<file path="src/rtl/reverse_hex_collector.sv">
// reverse_hex_collector: rebuilds a SIZE-bit word from a serial stream of
// 4-bit digits that arrive last-digit-first. The restored word is held on a
// valid/ready output until the consumer takes it.
// Optional build macro REVERSE_HEX_COLLECTOR_BYPASS_EN adds a rev_en input.
// rev_en is latched on the first digit of each word. When it is 0, digits are
// placed in arrival order instead of being reversed.
module reverse_hex_collector #(
  parameter int SIZE = 16
) (
  input  logic            clk,
  input  logic            rst_n,
  input  logic            clr,
  input  logic            in_valid,
  output logic            in_ready,
  input  logic [3:0]      in_nib,
`ifdef REVERSE_HEX_COLLECTOR_BYPASS_EN
  input  logic            rev_en,
`endif
  output logic            out_valid,
  input  logic            out_ready,
  output logic [0:SIZE-1] dout,
  output logic [7:0]      word_cnt
);

  localparam int NIB = SIZE / 4;
  localparam int CW  = (NIB > 1) ? $clog2(NIB) : 1;

  typedef enum logic [1:0] {IDLE, COLLECT, HOLD} state_t;

  state_t        state, state_nxt;
  logic [CW-1:0] cnt;
  logic [CW-1:0] pos;
  logic          acc_in;
  logic          acc_out;
  logic          last;
  logic          rev_cur;

  // A digit dropped by clr is never treated as accepted.
  assign acc_in  = in_valid & in_ready & ~clr;
  assign acc_out = out_valid & out_ready;
  assign last    = (cnt == CW'(NIB - 1));

`ifdef REVERSE_HEX_COLLECTOR_BYPASS_EN
  logic rev_lat;
  // Digit 0 uses the live rev_en. Later digits use the value latched with digit 0.
  assign rev_cur = (cnt == '0) ? rev_en : rev_lat;
`else
  assign rev_cur = 1'b1;
`endif

  // Destination digit slot: reversed placement puts arrival k at slot NIB-1-k.
  assign pos = rev_cur ? (CW'(NIB - 1) - cnt) : cnt;

  // State register
  always_ff @(posedge clk or negedge rst_n) begin
    if (!rst_n) state <= IDLE;
    else        state <= state_nxt;
  end

  // Next-state logic; clr overrides every transition
  always_comb begin
    state_nxt = state;
    if (clr) begin
      state_nxt = IDLE;
    end else begin
      case (state)
        IDLE, COLLECT: if (acc_in) state_nxt = last ? HOLD : COLLECT;
        HOLD:          if (acc_out) state_nxt = IDLE;
        default:       state_nxt = IDLE;
      endcase
    end
  end

  // Handshake outputs decoded from state; in_ready is forced low during reset
  always_comb begin
    in_ready  = rst_n & (state != HOLD);
    out_valid = (state == HOLD);
  end

  // Digit counter, word assembly and delivered-word counter
  always_ff @(posedge clk or negedge rst_n) begin
    if (!rst_n) begin
      cnt      <= '0;
      dout     <= '0;
      word_cnt <= 8'd0;
`ifdef REVERSE_HEX_COLLECTOR_BYPASS_EN
      rev_lat  <= 1'b1;
`endif
    end else begin
      if (acc_out) word_cnt <= word_cnt + 8'd1;
      if (clr) begin
        cnt <= '0;
      end else if (acc_in) begin
        cnt <= last ? '0 : cnt + CW'(1);
        for (int p = 0; p < NIB; p++) begin
          if (pos == CW'(p)) dout[4*p +: 4] <= in_nib;
        end
`ifdef REVERSE_HEX_COLLECTOR_BYPASS_EN
        if (cnt == '0) rev_lat <= rev_en;
`endif
      end else if (acc_out) begin
        cnt <= '0;
      end
    end
  end

endmodule

</file>
<file path="config.mk">
export PLATFORM = sky130hd
export DESIGN_NAME = reverse_hex_collector
export DESIGN_NICKNAME = d
export VERILOG_FILES = /design/src/rtl/reverse_hex_collector.sv
export SDC_FILE = /design/constraint.sdc
export NUM_CORES = 1
export LEC_CHECK = 0
export ABC_AREA = 1
export BUFFER_PORTS_ARGS = -buffer_cell sky130_fd_sc_hd__buf_2
export CAP_MARGIN = 15
export CORE_ASPECT_RATIO = 1.5
export CORE_UTILIZATION = 45
export DETAILED_ROUTE_END_ITERATION = 6
export PLACE_DENSITY = 0.7
export SLEW_MARGIN = 20
export SYNTH_ARGS = -nofsm -noshare
export SYNTH_HDL_FRONTEND = slang
export SYNTH_SLANG_ARGS = --single-unit
</file>
<file path="constraint.sdc">
create_clock -name clk -period 1.7 [get_ports clk]
set_input_delay 0.34 -clock clk [delete_from_list [all_inputs] [get_ports clk]]
set_output_delay 0.34 -clock clk [all_outputs]
set_load 0.01 [all_outputs]
</file>
# Word level (Yosys, flattened, before mapping)
# Cells that the tools add are included.
classes:
  addsub: 3
  n_eq_ne: 9
  muxes: 8
  bitwise_logic: 5
  reduce_logical: 9
ops:
  columns: ["operator", "n"]
  rows:
  - ["$mux 2", 7]
  - ["$reduce_and 3->1", 4]
  - ["$add 8x1->8 const B", 1]
  - ["$eq 2x2->1 const B", 4]
  - ["$and 1x1->1", 4]
  - ["$eq 2x1->1 const B", 2]
  - ["$logic_not 2->1", 2]
  - ["$pmux 2 s2", 1]
  - ["$ne 3x2->1 const B", 1]
  - ["$ne 3x3->1 const B", 1]
  - ["$reduce_bool 3->1", 1]
  - ["$add 2x1->2 const B", 1]
  - ["$ne 2x2->1 const B", 1]
  - ["$reduce_and 2->1", 1]
  - ["$reduce_or 2->1", 1]
  - ["$sub 2x2->2 const A", 1]
  - ["$not 1->1", 1]
totals:
  register_bits: 28
  inputBits: 9
  out_inout_bits: 26
  word_cells: 41

# Logic depth before layout (Yosys ltp)
logic_depth:
  ltp_word: 7
  mapped_depth: 7
  depth_no_buf: 7

# Worst setup path after synthesis
# No wires, ideal clock.
synth_timing:
  path_kind: "reg-to-output"
  from: "register state[1]"
  to: "output in_ready"
  t_arrival_ps: 822
  path_slack_ps: 538
  stages_incl_launch_ff: 4
  path_buffers: 0
  path_cell_list: "dfrtp_1 -> nand2_2 -> inv_1 -> nor2_1"
synth_via:
  elab_chain_cells: 2
synth_rtl:
  columns: ["item", "line_no", "rtl"]
  rows:
  - ["start, declared", "30", "state_t state, state_nxt;"]
  - ["start signal, assigned", "57", "else state <= state_nxt;"]
  - ["$ne 2x2->1", "76", "in_ready = rst_n & (state != HOLD);"]
  - ["$and 1x1->1", "76", null]
  - ["end, declared", "14", "output logic in_ready,"]
# No other way between the ends.

# Worst setup path after layout
layout_timing:
  from: "register state[0]"
  to: "output in_ready"
# Same word-level chain as after synthesis.

==> out/metrics.sh <==
FLOORPLAN.INITIALDENSITY_PCT=48.8
RUN_STATUS='finished, final reports clean'
REMAINING_DRC_ERRORS=0
CHIPHEIGHT_UM=68.7
AREA_DELTA_SYNTH_FINAL_PCT=21.7
LAYOUT.CELLS.MOST_COMMON='nand2_1'
MAXCLOCKFREQUENCY_GHz=0.653
MOSTFREQUENTLAYOUTCELLS='nand2_1, buf_2, dfrtp_1, inv_1, nand3_1'
TIMING.FINAL.HOLD_VIOLATIONS=0
MAPPEDNETLISTAREA_UM2=1330
CTS.REPAIR.RESIZED=0
TRITONCTS.NUM_BUFFERS=3
TIMING_WORST_SLEW_PIN_VALUE_NS=0.373
VIA_COUNT_OF_THE_FIRST_GLOBAL_ROUTING_PASS=1113
IO_PINS=35
YS_FF_LATCH=28
POSTCTSSETUPBUFFERS=0
SYNTH.AVG_CELL_AREA_UM2=8.44
POWER.SHARE.COMBINATIONAL_PCT=16.4
DESIGN.CORE.AREA_UM2=2730
GRTUSAGETOTAL_PCT=20.6
GRT_ANTENNA_BEFORE_REPAIR=0
FINAL_PERIOD_MINUS_WORST_SETUP_SLACK_NS=1.53
DP_HPWL_UM=2250
FIN_NETS=213
LENGTH_IN_CELLS_OF_THE_WORST_REG_TO_REG_PATH=6
YOSYS_WARNINGS=0
PERIOD_SHARE_PCT=90.0
FINAL_LAYOUT_SIZE_SUFFIX_GT1_SHARE_PCT=24.7
IRDROPWORSTVDD_uV=618
MAX-CAP-VIOLATIONS=0
GRT_SETUP_UNREPAIRED='false'
PATH_MAX_FANOUT=3
SETUP.WORST_PATH.START_CLASS='flip-flop'
CLOCK_LATENCY_NS=0.26
CTSHOLDBUFFERS=1
VIA_PER_INST=4.82
SYNTHFLOPTYPE='dfrtp_1'
MAX_STAGE_DELAY_NS=0.40
CELL_TYPE_WITH_THE_HIGHEST_OCCURRENCE_COUNT_ON_THE_CRITICAL_PATH='inv_1'
SYNTH-EDFF-COUNT=0
ROW_COUNT=23
POSTROUTEWIRELENGTH_UM=2830
SYNTHESIS.NETS=172
CRIT_PATH_END_KIND='output port'
CP_CELL_SEQUENCE='inv_1 -> nand2_2 -> inv_1 -> nor2_1 -> buf_2'
CTS_ROOT_BUFFER='clkbuf_8'
SWITCHING_SHARE_PCT=26.1
CLOCK_SLEW_AT_THE_REGISTER_CLOCK_PINS_OF_THE_WORST_SETUP_AND_HOLD_PATHS_NS=0.09
POWER.STATIC_LEAKAGE_nW=0.932
ROUTE.VIAS.TOTAL=1132
CP.BUFFERS_INVERTERS=3
FINAL-INSTANCE-COUNT-EXCL-FILL=235
TOTALNEGATIVESETUPSLACK_NS=0
GP_ROUTABILITY_CONGESTION=0.837
POSTSYNTH.ASYNCRESETSHARE_PCT=100
DESIGN_POWER_TOTAL_W=0.00140
DESIGN.DIE.AREA_UM2=3190
CLKSINKCOUNT=28
CRIT_ARRIVAL_NS=1.19
POWER_REPORT.INTERNAL_TOTAL_W=0.00103
SEQPWRFRAC_PCT=55.3
NUMBER_OF_BUFFERS_ON_THE_LONGEST_CLOCK_PATH=2
DIE_W_UM=46.5
CP_DATA_REQUIRED_TIME_NS=1.36
REPORT.FINAL.SETUP_VIOL=0
SYNTH_CELL_TYPES=18
FINAL_ANTENNA_NET_COUNT=0
CRITICAL_PATH.REG2REG.ENDPOINT='dout[0]$_DFFE_PN0P_'
POST_DRT_WL_PER_CELL_UM=12.0
POWER_DENSITY_nW_PER_UM2=862
IO_BUFFERS=34
POWER.NET_SWITCHING_W=0.000365
FIRST_PASS_DETAILED_ROUTE_ITERATION_TOTAL=4
POST-ROUTE-UTIL_PCT=59.4
FIN_SKEW_NS=0.00154
R2R-START='state[1]$_DFFE_PN0P_'
POWER.CLOCK.FRACTION_PCT=28.3
CTS-HTREE-LEVELS=1
CRITICAL_PATH_CLASS='reg2out'
GRT_START_MAX_NET_PINS=21
YS_SEQ_AREA_SHARE_PCT=52.5
GRT_PASS1_WL_UM=4770
KIND_OF_CELL_ADDING_THE_MOST_DELAY_TO_THE_CRITICAL_PATH='flip-flops'
DRTITER0DRC=19
MAX-SLEW-MARGIN-REL_PCT=75.1
CRIT_PATH_TOP_DELAY_CELL='dfrtp_1'
GRT-OVFL-TOTAL=0
FILLERINSTANCES=272
MAXSLEWVIOLCOUNT=0
POST_SYN_INSTANCES=158
PLACED_CELLS_INCL_TAPS=230
TIMING.HOLD.WORST.CLASS='in2async'
REG2REG_SETUP_SLACK_NS=0.44
CTS_TREE='done'
ANTENNA_CELLS=0
-- synth_stat cells, types with 2 or more instances --
library cell / number / area share, %
nor2_1: 8 / 2.3
inv_1: 15 / 4.2
dfrtp_1: 28 / 53
nor2_2: 2 / 0.94
nand2_1: 73 / 21
xor2_1: 3 / 2.0
nand3_1: 9 / 3.4
nand4_1: 4 / 1.9
ha_1: 5 / 4.7
nand2_2: 3 / 1.4
-- cells by family (layout without fill, tap and decap cells) --
family / Yosys count / in the layout / share of synthesized area (%)
compound gates: 1 / 1 / 0.375
xor+xnor: 4 / 4 / 2.63
fa+ha+maj: 5 / 5 / 4.69
buf+inv: 16 / 56 / 4.50
flops: 28 / 28 / 52.5
simple gates: 104 / 104 / 35.3
-- worst max path at each step --
stage	slack, ns	depth (start not counted)	end	from
floorplan	0.54	3	in_ready	state[1]$_DFFE_PN0P_
global placement	0.40	6	dout[15]$_DFFE_PN0P_	rst_n
detailed placement	0.35	6	dout[13]$_DFFE_PN0P_	rst_n
CTS	0.17	5	in_ready	state[0]$_DFFE_PN0P_
global route	0.08	4	in_ready	state[1]$_DFFE_PN0P_
finish	0.17	5	in_ready	state[0]$_DFFE_PN0P_
-- per-layer routing --
| metal | vias up | GRT usage (%) | wire length [um] |
|---|---|---|---|
| met3 | 2 | 2.60 | 99 |
| met1 | 533 | 23.1 | 1160 |
| met4 | 0 | 6.62 | 23 |
| li1 | 563 | - | - |
| met5 | - | 0 | 0 |
| met2 | 34 | 38.5 | 1540 |
-- flip-flops by register name (all words and copies together) (netlist names) --
name and count:
state 2, cnt 2, word_cnt 8, dout 16
-- power by group through the flow --
stage,clock network [W],registers (W),logic [W]
after floorplan,0,0.000815,0.0000814
after global placement,0,0.000782,0.000226
after detailed placement,0,0.000786,0.000231
after CTS,0.000410,0.000773,0.000233
after global routing,0.000444,0.000781,0.000267
final,0.000396,0.000773,0.000229
-- layout make-up --
class | instances | area, um2 | area share (%)
repair buffers | 36 | 188 | 11.6
flip-flops and latches | 28 | 701 | 43.2
inverters | 16 | 60.1 | 3.70
clock buffers | 4 | 55.1 | 3.39
well taps | 37 | 46.3 | 2.85
multi-input cells | 114 | 573 | 35.3
-- per-stage QoR --
step           setup slack [ns]  hold WS, ns  cell area [um2]
6_report                  0.169        0.160             1620
5_1_grt                  0.0758        0.171             1620
4_1_cts                   0.166        0.159             1620
3_5_place_dp              0.354        0.244             1560
3_3_place_gp              0.404        0.233             1560
2_1_floorplan             0.538       0.0444             1330
Power figures use the tool's default switching activity.
